<file path="config.mk">
export PLATFORM = sky130hd
export DESIGN_NAME = rr_stream_arb2
export DESIGN_NICKNAME = d
export VERILOG_FILES = /design/src/rtl/rr_arb2_pkg.sv /design/src/rtl/mux2to1.sv /design/src/rtl/rr_stream_arb2.sv
export SDC_FILE = /design/constraint.sdc
export NUM_CORES = 1
export LEC_CHECK = 0
export ABC_AREA = 1
export CAP_MARGIN = 5
export CORE_MARGIN = 8
export CORE_UTILIZATION = 30
export DETAILED_ROUTE_END_ITERATION = 6
export PLACE_DENSITY = 0.67
export REMOVE_ABC_BUFFERS = 1
export SLEW_MARGIN = 20
export SYNTH_ARGS = -nofsm -noshare
export SYNTH_HDL_FRONTEND = slang
export SYNTH_SLANG_ARGS = --single-unit
</file>
<file path="constraint.sdc">
create_clock -name i_clk -period 1.5 [get_ports i_clk]
set_clock_uncertainty 0.05 [all_clocks]
set_input_delay 0.3 -clock i_clk [delete_from_list [all_inputs] [get_ports i_clk]]
set_output_delay 0.3 -clock i_clk [all_outputs]
set_load 0.02 [all_outputs]
</file>
<file path="src/rtl/rr_arb2_pkg.sv">
// Shared types and constants for the two-input round-robin stream arbiter.
package rr_arb2_pkg;

  // IDLE arbitrates freely; LOCK_x holds the grant on x until its packet ends.
  typedef enum logic [1:0] {
    IDLE   = 2'd0,
    LOCK_A = 2'd1,
    LOCK_B = 2'd2
  } arb_state_e;

  // Select encoding shared with the downstream mux2to1 datapath.
  localparam logic SEL_A = 1'b0;
  localparam logic SEL_B = 1'b1;

endpackage

</file>
<file path="src/rtl/mux2to1.sv">
// Two-way payload select: i_sel = SEL_A picks i_a, SEL_B picks i_b.
module mux2to1
  import rr_arb2_pkg::*;
#(
  parameter int DATA_WIDTH = 8
) (
  input  logic [DATA_WIDTH-1:0] i_a,
  input  logic [DATA_WIDTH-1:0] i_b,
  input  logic                  i_sel,
  output logic [DATA_WIDTH-1:0] o_y
);

  assign o_y = (i_sel == SEL_B) ? i_b : i_a;

endmodule

</file>
<file path="src/rtl/rr_stream_arb2.sv">
// Two-input round-robin valid/ready arbiter with packet lock and a single
// registered output stage. o_sel tags the source of the registered beat.
module rr_stream_arb2
  import rr_arb2_pkg::*;
#(
  parameter int DATA_WIDTH = 8,
  parameter bit LOCK_EN    = 1'b1
) (
  input  logic                  i_clk,
  input  logic                  i_rst_n,
  input  logic [DATA_WIDTH-1:0] i_a_data,
  input  logic                  i_a_valid,
  input  logic                  i_a_last,
  output logic                  o_a_ready,
  input  logic [DATA_WIDTH-1:0] i_b_data,
  input  logic                  i_b_valid,
  input  logic                  i_b_last,
  output logic                  o_b_ready,
  output logic [DATA_WIDTH-1:0] o_data,
  output logic                  o_last,
  output logic                  o_sel,
  output logic                  o_valid,
  input  logic                  i_ready
);

  arb_state_e            state_q, state_d;
  logic                  ptr_q, ptr_d;     // round-robin priority: SEL_A / SEL_B
  logic                  grant_a, grant_b;
  logic                  sel;
  logic                  load_en;
  logic                  acc;
  logic                  acc_last;
  logic                  last_eff;
  logic [DATA_WIDTH-1:0] mux_data;

  // Grant: a locked source keeps the grant even while idle; otherwise the
  // single requester wins, and on contention the pointer decides.
  always_comb begin
    grant_a = 1'b0;
    grant_b = 1'b0;
    case (state_q)
      LOCK_A: grant_a = 1'b1;
      LOCK_B: grant_b = 1'b1;
      default: begin
        if (i_a_valid && i_b_valid) begin
          grant_a = (ptr_q == SEL_A);
          grant_b = (ptr_q == SEL_B);
        end else begin
          grant_a = i_a_valid;
          grant_b = i_b_valid;
        end
      end
    endcase
  end

  assign sel      = grant_b ? SEL_B : SEL_A;
  assign load_en  = ~o_valid | i_ready;
  // Readies are forced low while reset is asserted so nothing is accepted.
  assign o_a_ready = grant_a & load_en & i_rst_n;
  assign o_b_ready = grant_b & load_en & i_rst_n;
  assign acc       = (o_a_ready & i_a_valid) | (o_b_ready & i_b_valid);
  assign acc_last  = (sel == SEL_B) ? i_b_last : i_a_last;
  // Without locking every beat closes its own packet.
  assign last_eff  = acc_last | (LOCK_EN == 1'b0);

  mux2to1 #(.DATA_WIDTH(DATA_WIDTH)) u_mux (
    .i_a   (i_a_data),
    .i_b   (i_b_data),
    .i_sel (sel),
    .o_y   (mux_data)
  );

  // Next state and pointer: only an accepted beat moves either of them.
  always_comb begin
    state_d = state_q;
    ptr_d   = ptr_q;
    if (acc) begin
      if (last_eff) begin
        state_d = IDLE;
        ptr_d   = ~sel;
      end else begin
        state_d = (sel == SEL_B) ? LOCK_B : LOCK_A;
      end
    end
  end

  // Arbitration state register.
  always_ff @(posedge i_clk or negedge i_rst_n) begin
    if (!i_rst_n) begin
      state_q <= IDLE;
      ptr_q   <= SEL_A;
    end else begin
      state_q <= state_d;
      ptr_q   <= ptr_d;
    end
  end

  // Output stage: refills whenever empty or draining; holds under backpressure.
  always_ff @(posedge i_clk or negedge i_rst_n) begin
    if (!i_rst_n) begin
      o_valid <= 1'b0;
      o_data  <= '0;
      o_last  <= 1'b0;
      o_sel   <= SEL_A;
    end else if (load_en) begin
      o_valid <= acc;
      if (acc) begin
        o_data <= mux_data;
        o_last <= acc_last;
        o_sel  <= sel;
      end
    end
  end

endmodule
</file>
==> flow_metrics.env, run 1 <==
export IMPL_crit_path_capture_type="output port"
export IMPL_grt_max_degree=15
export IMPL_wl_per_cell_um=12.32
export IMPL_number_of_antenna_violations_at_the_first_check_in_global_routing=0
export IMPL_floorplan_initialDensity_pct=31.67
export IMPL_critPathKind="register to output port"
export IMPL_hold_ws_ns=0.3087
export IMPL_failed_checks="setup timing"
export IMPL_synth_cells=112
export IMPL_cts_hold_buf=0
export IMPL_globalRoute_totalOverflow=0
export IMPL_core_area_um2=2477
export IMPL_grtUsageTotal_pct=11.79
export IMPL_worstHoldPathType="input pin to async pin"
export IMPL_peakVddDrop_uv=1004
export IMPL_std_cell_rows=18
export IMPL_setup_slack_ns=-0.3614
export IMPL_worstReg2RegStart="state_q[1]$_DFFE_PN0P_"
export IMPL_part_of_the_total_power_dissipated_in_the_clock_network_pct=10.9
export IMPL_fp_dieW_um=67.14
export IMPL_dr_pass1_iters=4
export IMPL_ys_warn_count=0
export IMPL_swShare_pct=44.61
export IMPL_maxCapViolations=0
export IMPL_combPwrFrac_pct=63.8
export IMPL_cts_buffers_inserted=3
export IMPL_syn_avg_cell_area_um2=7.004
export IMPL_power_sequential_fraction_pct=25.3
export IMPL_data_arrival_time_at_the_worst_slack_endpoint_ns=1.51
export IMPL_synth_seq_area_share_pct=44.66
export IMPL_clock_tree_from_tritoncts="built"
export IMPL_vias_per_cell=4.428
export IMPL_fin_crit_sh_pct=124.1
export IMPL_grt_first_pass_wirelength_um=4071
export IMPL_portBuffers=35
export IMPL_topRoutingLayerUsed="met4"
export IMPL_cts_sink_count=14
export IMPL_worst_r2r_endpoint="o_sel$_DFFE_PN0P_"
export IMPL_synthToLayoutAreaGrowth_pct=76.56
export IMPL_worst_slew_margin_rel_pct=75.69
export IMPL_synth_top_cell_by_area="sky130_fd_sc_hd__dfrtp_1"
export IMPL_place_hpwl_um=1699
export IMPL_drt_total_wl_um=2391
export IMPL_ys_seq_elements=14
export IMPL_antenna_left=0
export IMPL_drt_met1_wl_um=933
export IMPL_maximum_buffer_depth_of_the_clock_tree=2
export IMPL_cts_root_buf="sky130_fd_sc_hd__clkbuf_4"
export IMPL_maxClockFrequency_ghz=0.5372
export IMPL_netlist_area_um2=784.5
export IMPL_drt_drc_violations_left=0
export IMPL_placed_cell_areas_um2=1222
export IMPL_cp_max_fo=3
export IMPL_gp_routability_congestion=0.8892
export IMPL_intPower_w=0.001418
export IMPL_wl_met2_um=1254
export IMPL_finish_net_count=190
export IMPL_total_power_consumption_w=0.002561
export IMPL_synth_cell_type_count=15
export IMPL_critical_path_required_ns=1.15
export IMPL_power_per_cell_area_nw_per_um2=1849
export IMPL_drive_gt1_share_pct=28.05
export IMPL_yosysTopAreaCellShare_pct=44.66
export IMPL_setup_violating_endpoint_count_in_the_final_report=16
export IMPL_placed_cells=184
export IMPL_met3_length_um=131
export IMPL_filler_cell_count=240
export IMPL_timing_critical_path_from_type="register"
export IMPL_dieArea_um2=4507
export IMPL_worst_pin_slew_ns=0.3636
export IMPL_period_needed_ns=1.861
export IMPL_post_layout_nonfiller_instances=194
export IMPL_power_switching_w=0.001142
export IMPL_final_cell_area_um2=1385
export IMPL_io_pin_count=36
export IMPL_power_leakage_nw=0.7445
export IMPL_drt_iter0_drc=24
export IMPL_depth_of_the_most_critical_reg_to_reg_path=8
export IMPL_rsz0062_at_grt="yes"
export IMPL_clk_pin_slew_worst_paths_ns=0.09
export IMPL_finalHoldViolations=0
export IMPL_result_of_the_run="finished, violations left"
export IMPL_fin_setup_tns_ns=-3.870
export IMPL_regToRegSetupSlack_ns=-0.27
export IMPL_most_area_consuming_cells_after_synthesis="sky130_fd_sc_hd__dfrtp_1, sky130_fd_sc_hd__nand2_1, sky130_fd_sc_hd__inv_1, sky130_fd_sc_hd__ha_1, sky130_fd_sc_hd__buf_6"
export IMPL_ctsHtreeMaxLevel=1
export IMPL_number_of_global_route_vias_before_repair=925
export IMPL_via_count=859
export IMPL_worstSkewPairLatency_ns=0.29
export IMPL_finalMaxSlewViolations=0
export IMPL_die_height_um=67.14
export IMPL_number_of_antenna_diodes=0
[state kept, by name, indices dropped and copies added (netlist names)]
signal	flops
ptr_q	1
o_valid	1
o_data	8
o_sel	1
state_q	2
o_last	1
[metal layers]
| metal | vias up | GRT usage (%) |
|---|---|---|
| met2 | 27 | 21.27 |
| met4 | 0 | 7.050 |
| li1 | 443 | - |
| met1 | 382 | 12.52 |
| met5 | - | 0 |
| met3 | 7 | 2.152 |
[cell usage in the layout, fill, tap and decap left out]
cell                               n
sky130_fd_sc_hd__buf_8             1
sky130_fd_sc_hd__inv_8             2
sky130_fd_sc_hd__nor2_1            3
sky130_fd_sc_hd__clkdlybuf4s50_1  22
sky130_fd_sc_hd__clkbuf_4          3
sky130_fd_sc_hd__nand2_8           1
sky130_fd_sc_hd__nand3_1           3
sky130_fd_sc_hd__nand2_1          58
sky130_fd_sc_hd__buf_4            12
sky130_fd_sc_hd__dlygate4sd2_1    11
sky130_fd_sc_hd__nand2_4           1
sky130_fd_sc_hd__ha_1              1
sky130_fd_sc_hd__a21boi_2          1
sky130_fd_sc_hd__nand3_4           1
sky130_fd_sc_hd__inv_1             4
sky130_fd_sc_hd__a21oi_2           1
sky130_fd_sc_hd__ha_4              1
sky130_fd_sc_hd__clkbuf_8          1
sky130_fd_sc_hd__nand2_2          13
sky130_fd_sc_hd__dfrtp_1          14
sky130_fd_sc_hd__buf_6             4
sky130_fd_sc_hd__o21ai_1           2
sky130_fd_sc_hd__inv_2             4
[how the worst max path moves through the flow]
stage,from,endpoint,slack (ns),depth (start not counted)
floorplan,state_q[0]$_DFFE_PN0P_,o_b_ready,-0.30,7
global placement,i_rst_n,o_a_ready,-0.62,5
detailed placement,i_rst_n,o_a_ready,-0.66,5
CTS,state_q[1]$_DFFE_PN0P_,o_b_ready,-0.33,8
global route,state_q[1]$_DFFE_PN0P_,o_b_ready,-0.41,8
finish,state_q[1]$_DFFE_PN0P_,o_b_ready,-0.36,8
[repair_timing]
item | CTS | global route
pin swaps | 4 | 4
setup buffers | 4 | 0
setup endpoints to repair | 27 | 16
gates resized for setup | 50 | 5
gates cloned | 2 | 0
endpoints found under the hold margin | 0 | 0
[worst max-delay path: stages, from the launching register on]
cell                      delay [ns]
sky130_fd_sc_hd__dfrtp_1        0.42
sky130_fd_sc_hd__ha_4           0.29
sky130_fd_sc_hd__nand2_2        0.05
sky130_fd_sc_hd__inv_2          0.05
sky130_fd_sc_hd__nand2_2        0.04
sky130_fd_sc_hd__nand2_2        0.07
sky130_fd_sc_hd__inv_2          0.04
sky130_fd_sc_hd__nor2_1         0.10
sky130_fd_sc_hd__buf_4          0.15
[synthesized netlist by cell type, drive strengths merged]
| library cell | n |
|---|---|
| a21boi | 1 |
| nand2 | 72 |
| o21ai | 2 |
| a21oi | 1 |
| dfrtp | 14 |
| inv | 9 |
| ha | 2 |
| nand3 | 4 |
| buf | 4 |
| nor2 | 3 |
[power groups by stage]
stage | clock (W) | combinational, W | sequential (W)
after floorplan | 0 | 0.000563 | 0.000805
final | 0.000279 | 0.00163 | 0.000647
after global routing | 0.000302 | 0.00180 | 0.000675
after global placement | 0 | 0.00136 | 0.000647
after CTS | 0.000288 | 0.00160 | 0.000648
after detailed placement | 0 | 0.00139 | 0.000651
[per-stage QoR]
stage,worst slack (ns),util (%)
floorplan,-0.3037,-
global placement,-0.6218,49.34
detailed placement,-0.6648,49.34
CTS,-0.3298,55.71
global route,-0.4150,55.91
finish,-0.3614,55.91
[cell families after synthesis]
| group | count (synthesis) | synth area share, % |
|---|---|---|
| flops | 14 | 44.66 |
| compound gates | 4 | 3.349 |
| buf+inv | 13 | 8.452 |
| fa+ha+maj | 2 | 3.189 |
| simple gates | 79 | 40.35 |
[area by class of cell]
| cell class | instances | area [µm²] | area share, % |
|---|---|---|---|
| multi-input combinational | 86 | 441.7 | 31.89 |
| sequential | 14 | 350.3 | 25.29 |
| timing repair buffer | 50 | 466.7 | 33.69 |
| clock buffer | 4 | 36.28 | 2.620 |
| inverter | 9 | 41.29 | 2.981 |
| tap | 30 | 37.54 | 2.710 |
| timing repair inverter | 1 | 11.26 | 0.8130 |
Note: power is estimated with default switching activity, not from simulation.
==> run 2, diff against run 1 <==
--- a/config.mk
+++ b/config.mk
@@ -7,3 +7,2 @@
 export LEC_CHECK = 0
-export ABC_AREA = 1
 export CAP_MARGIN = 5
@@ -11,4 +10,5 @@
 export CORE_UTILIZATION = 30
+export CTS_BUF_LIST = sky130_fd_sc_hd__clkbuf_8
 export DETAILED_ROUTE_END_ITERATION = 6
-export PLACE_DENSITY = 0.67
+export PLACE_DENSITY = 0.68
 export REMOVE_ABC_BUFFERS = 1
==> constraint.sdc (replaced) <==
create_clock -name i_clk -period 1.5 [get_ports i_clk]
set_clock_uncertainty 0.05 [all_clocks]
set_input_delay 0.15 -clock i_clk [delete_from_list [all_inputs] [get_ports i_clk]]
set_output_delay 0.15 -clock i_clk [all_outputs]
set_load 0.02 [all_outputs]
==> run 2 against run 1 <==
The flow still finishes with violations (setup timing). Non-clock buffer count down 3. Sequential power up 2%. Critical endpoint is now state_q[0]$_DFFE_PN0P_. Clock-buffer cell count unchanged. Cell count down 23%. Flip-flop and latch count unchanged. Final area down 6.4%. Largest power group unchanged. Synthesized cell count down 36%. Via count down 20%. Wire length down 17%. Die area down 3.8%. Register-to-register slack better by 0.07 ns.
==> flow_metrics.env, run 2 <==
export IMPL_cts_sink_count=14
export IMPL_clock_tree_from_tritoncts="built"
export IMPL_finalHoldViolations=0
export IMPL_most_area_consuming_cells_after_synthesis="sky130_fd_sc_hd__dfrtp_1, sky130_fd_sc_hd__mux2i_1, sky130_fd_sc_hd__a21oi_1, sky130_fd_sc_hd__nor2_1, sky130_fd_sc_hd__ha_1"
export IMPL_synth_top_flop_cell="sky130_fd_sc_hd__dfrtp_1"
export IMPL_drt_total_wl_um=1987
export IMPL_ctsHtreeMaxLevel=1
export IMPL_rsz0062_at_grt="yes"
export IMPL_synth_async_reset_ratio_pct=100.0
export IMPL_placed_cell_areas_um2=1179
export IMPL_power_leakage_nw=0.5418
export IMPL_worstReg2RegStart="state_q[1]$_DFFE_PN0P_"
export IMPL_grt_max_degree=14
export IMPL_depth_of_the_most_critical_reg_to_reg_path=5
export IMPL_setup_slack_ns=-0.2014
export IMPL_crit_path_capture_type="register"
export IMPL_total_power_consumption_w=0.002567
export IMPL_setup_violating_endpoint_count_in_the_final_report=15
export IMPL_drive_gt1_share_pct=24.17
export IMPL_syn_avg_cell_area_um2=10.36
export IMPL_synthToLayoutAreaGrowth_pct=73.83
export IMPL_antenna_left=0
export IMPL_die_height_um=65.86
export IMPL_worst_r2r_endpoint="state_q[0]$_DFFE_PN0P_"
export IMPL_detailedPlace_worstSlack_ns=-0.3763
export IMPL_clk_pin_slew_worst_paths_ns=0.06
export IMPL_final_cell_area_um2=1296
export IMPL_number_of_antenna_diodes=0
export IMPL_fp_dieW_um=65.86
export IMPL_sequential_cell_area_um2=350.3
export IMPL_via_count=687
export IMPL_layout_top_registers="o_data x8, state_q x2"
export IMPL_post_synth_top_count_cell="sky130_fd_sc_hd__dfrtp_1"
export IMPL_peakVddDrop_uv=979.4
export IMPL_yosysTopAreaCellShare_pct=46.98
export IMPL_maxClockFrequency_ghz=0.5877
export IMPL_worstSkewPairLatency_ns=0.24
export IMPL_filler_cell_count=227
export IMPL_drt_iter0_drc=15
export IMPL_maxCapViolations=0
export IMPL_largest_register_ffs=8
export IMPL_ys_warn_count=0
export IMPL_placed_cells=144
export IMPL_failed_checks="setup timing"
export IMPL_regToRegSetupSlack_ns=-0.20
export IMPL_period_needed_ns=1.701
export IMPL_gp_routability_congestion=0.7158
export IMPL_globalRoute_totalOverflow=0
export IMPL_mostFrequentLayoutCell="sky130_fd_sc_hd__clkdlybuf4s50_1"
export IMPL_intPower_w=0.001602
export IMPL_io_pin_count=36
export IMPL_critical_path_required_ns=1.58
export IMPL_place_hpwl_um=1511
export IMPL_swShare_pct=37.59
export IMPL_portBuffers=35
export IMPL_power_per_cell_area_nw_per_um2=1980
export IMPL_netlist_area_um2=745.7
export IMPL_part_of_the_total_power_dissipated_in_the_clock_network_pct=14.1
export IMPL_critPathKind="register to register"
export IMPL_cts_root_buf="sky130_fd_sc_hd__clkbuf_8"
export IMPL_finalMaxSlewViolations=0
export IMPL_result_of_the_run="finished, violations left"
export IMPL_power_switching_w=0.0009647
export IMPL_grtUsageTotal_pct=9.444
export IMPL_vias_per_cell=4.580
export IMPL_synth_top_cell_by_area="sky130_fd_sc_hd__dfrtp_1"
export IMPL_number_of_global_route_vias_before_repair=758
export IMPL_worst_pin_slew_ns=0.2366
export IMPL_worst_slew_margin_rel_pct=84.18
export IMPL_cp_max_fo=6
export IMPL_drt_drc_violations_left=0
export IMPL_most_common_layout_cells="sky130_fd_sc_hd__clkdlybuf4s50_1, sky130_fd_sc_hd__dfrtp_1, sky130_fd_sc_hd__a21oi_1"
export IMPL_post_layout_nonfiller_instances=150
export IMPL_std_cell_rows=18
export IMPL_combPwrFrac_pct=60.3
export IMPL_maximum_buffer_depth_of_the_clock_tree=2
export IMPL_dr_pass1_iters=4
export IMPL_synth_cell_type_count=20
export IMPL_registers_top_by_ff_count="o_data"
export IMPL_floorplan_initialDensity_pct=30.94
export IMPL_wl_per_cell_um=13.25
export IMPL_fin_crit_sh_pct=113.4
export IMPL_synth_cells=72
export IMPL_number_of_antenna_violations_at_the_first_check_in_global_routing=0
export IMPL_grt_first_pass_wirelength_um=3208
export IMPL_synth_seq_area_share_pct=46.98
export IMPL_cts_buffers_inserted=3
export IMPL_data_arrival_time_at_the_worst_slack_endpoint_ns=1.78
export IMPL_finish_net_count=146
export IMPL_synth_enable_flop_cells=0
export IMPL_ys_seq_elements=14
export IMPL_fin_util_pct=53.79
export IMPL_worstHoldPathType="input pin to async pin"
export IMPL_synth_common_cells="sky130_fd_sc_hd__dfrtp_1, sky130_fd_sc_hd__a21oi_1, sky130_fd_sc_hd__nor2_1"
export IMPL_timing_critical_path_from_type="register"
export IMPL_core_area_um2=2410
export IMPL_multi_input_comb_area_um2=387.9
export IMPL_dieArea_um2=4337
export IMPL_power_sequential_fraction_pct=25.6
## run 2: cell count changes in the layout (fill, tap and decap cells not counted), sizes merged, moves of 6 or more
cell / change
nor2: +7
dlygate4sd2: -11
inv: -6
nand2: -71
clkdlybuf4s50: +11
mux2i: +9
a21oi: +11
## run 2: repair_timing
item | CTS | global route
buffers inserted | 2 | 0
hold buffers | 0 | 0
endpoints found under the setup margin | 16 | 15
gates resized for setup | 19 | 3
endpoints found under the hold margin | 0 | 0
pin swaps | 3 | 2
## run 2: critical path, cell delays in order, from the launching register on
cell	delay, ns
sky130_fd_sc_hd__dfrtp_1	0.40
sky130_fd_sc_hd__ha_4	0.33
sky130_fd_sc_hd__o21ai_4	0.08
sky130_fd_sc_hd__a211oi_4	0.26
sky130_fd_sc_hd__buf_6	0.17
sky130_fd_sc_hd__mux2_4	0.30
## run 2: power groups by stage
stage               Clock [W]  Sequential (W)  Combinational [W]
global route         0.000392        0.000678            0.00168
CTS                  0.000377        0.000657            0.00154
floorplan                   0        0.000825           0.000590
finish               0.000361        0.000658            0.00155
detailed placement          0        0.000655            0.00138
global placement            0        0.000648            0.00136
## run 2: through the flow
step,setup TNS [ns],hold WS [ns]
3_5_place_dp,-4.791,0.4493
4_1_cts,-2.072,0.2468
3_3_place_gp,-4.535,0.4450
6_report,-2.244,0.2474
2_1_floorplan,-5.353,-0.1956
5_1_grt,-3.292,0.2741
## run 2: metal layers
metal  share of wire (%)  routed length, µm  global-route usage (%)  vias to the layer above
met2                  46                923                   14.62                       26
met5                   0                  0                       0                        -
li1                    -                  -                       -                      338
met4                0.20                  4                   4.087                        0
met1                  40                801                   9.790                      321
met3                  13                258                   6.271                        2
## run 2: cell type report
type / count / area share (%)
tap: 30 / 2.896
sequential: 14 / 27.03
multi-input combinational: 51 / 29.92
inverter: 4 / 1.158
clock buffer: 4 / 4.247
timing repair buffer: 47 / 34.75
## run 2: cells by family (layout without fill, tap and decap cells)
logic type	after synthesis	in the layout	share of synthesized area [%]
compound gates	18	18	15.77
flops	14	14	46.98
mux	11	11	15.10
fa+ha+maj	2	2	3.355
simple gates	20	20	12.75
buf+inv	7	55	6.040
## run 2: how the worst max path moves through the flow
| stage | start | to |
|---|---|---|
| 2_1_floorplan | state_q[0]$_DFFE_PN0P_ | o_sel$_DFFE_PN0P_ |
| 3_3_place_gp | state_q[0]$_DFFE_PN0P_ | ptr_q$_DFFE_PN0P_ |
| 3_5_place_dp | state_q[0]$_DFFE_PN0P_ | o_b_ready |
| 4_1_cts | state_q[1]$_DFFE_PN0P_ | state_q[0]$_DFFE_PN0P_ |
| 5_1_grt | state_q[1]$_DFFE_PN0P_ | o_b_ready |
| 6_report | state_q[1]$_DFFE_PN0P_ | state_q[0]$_DFFE_PN0P_ |
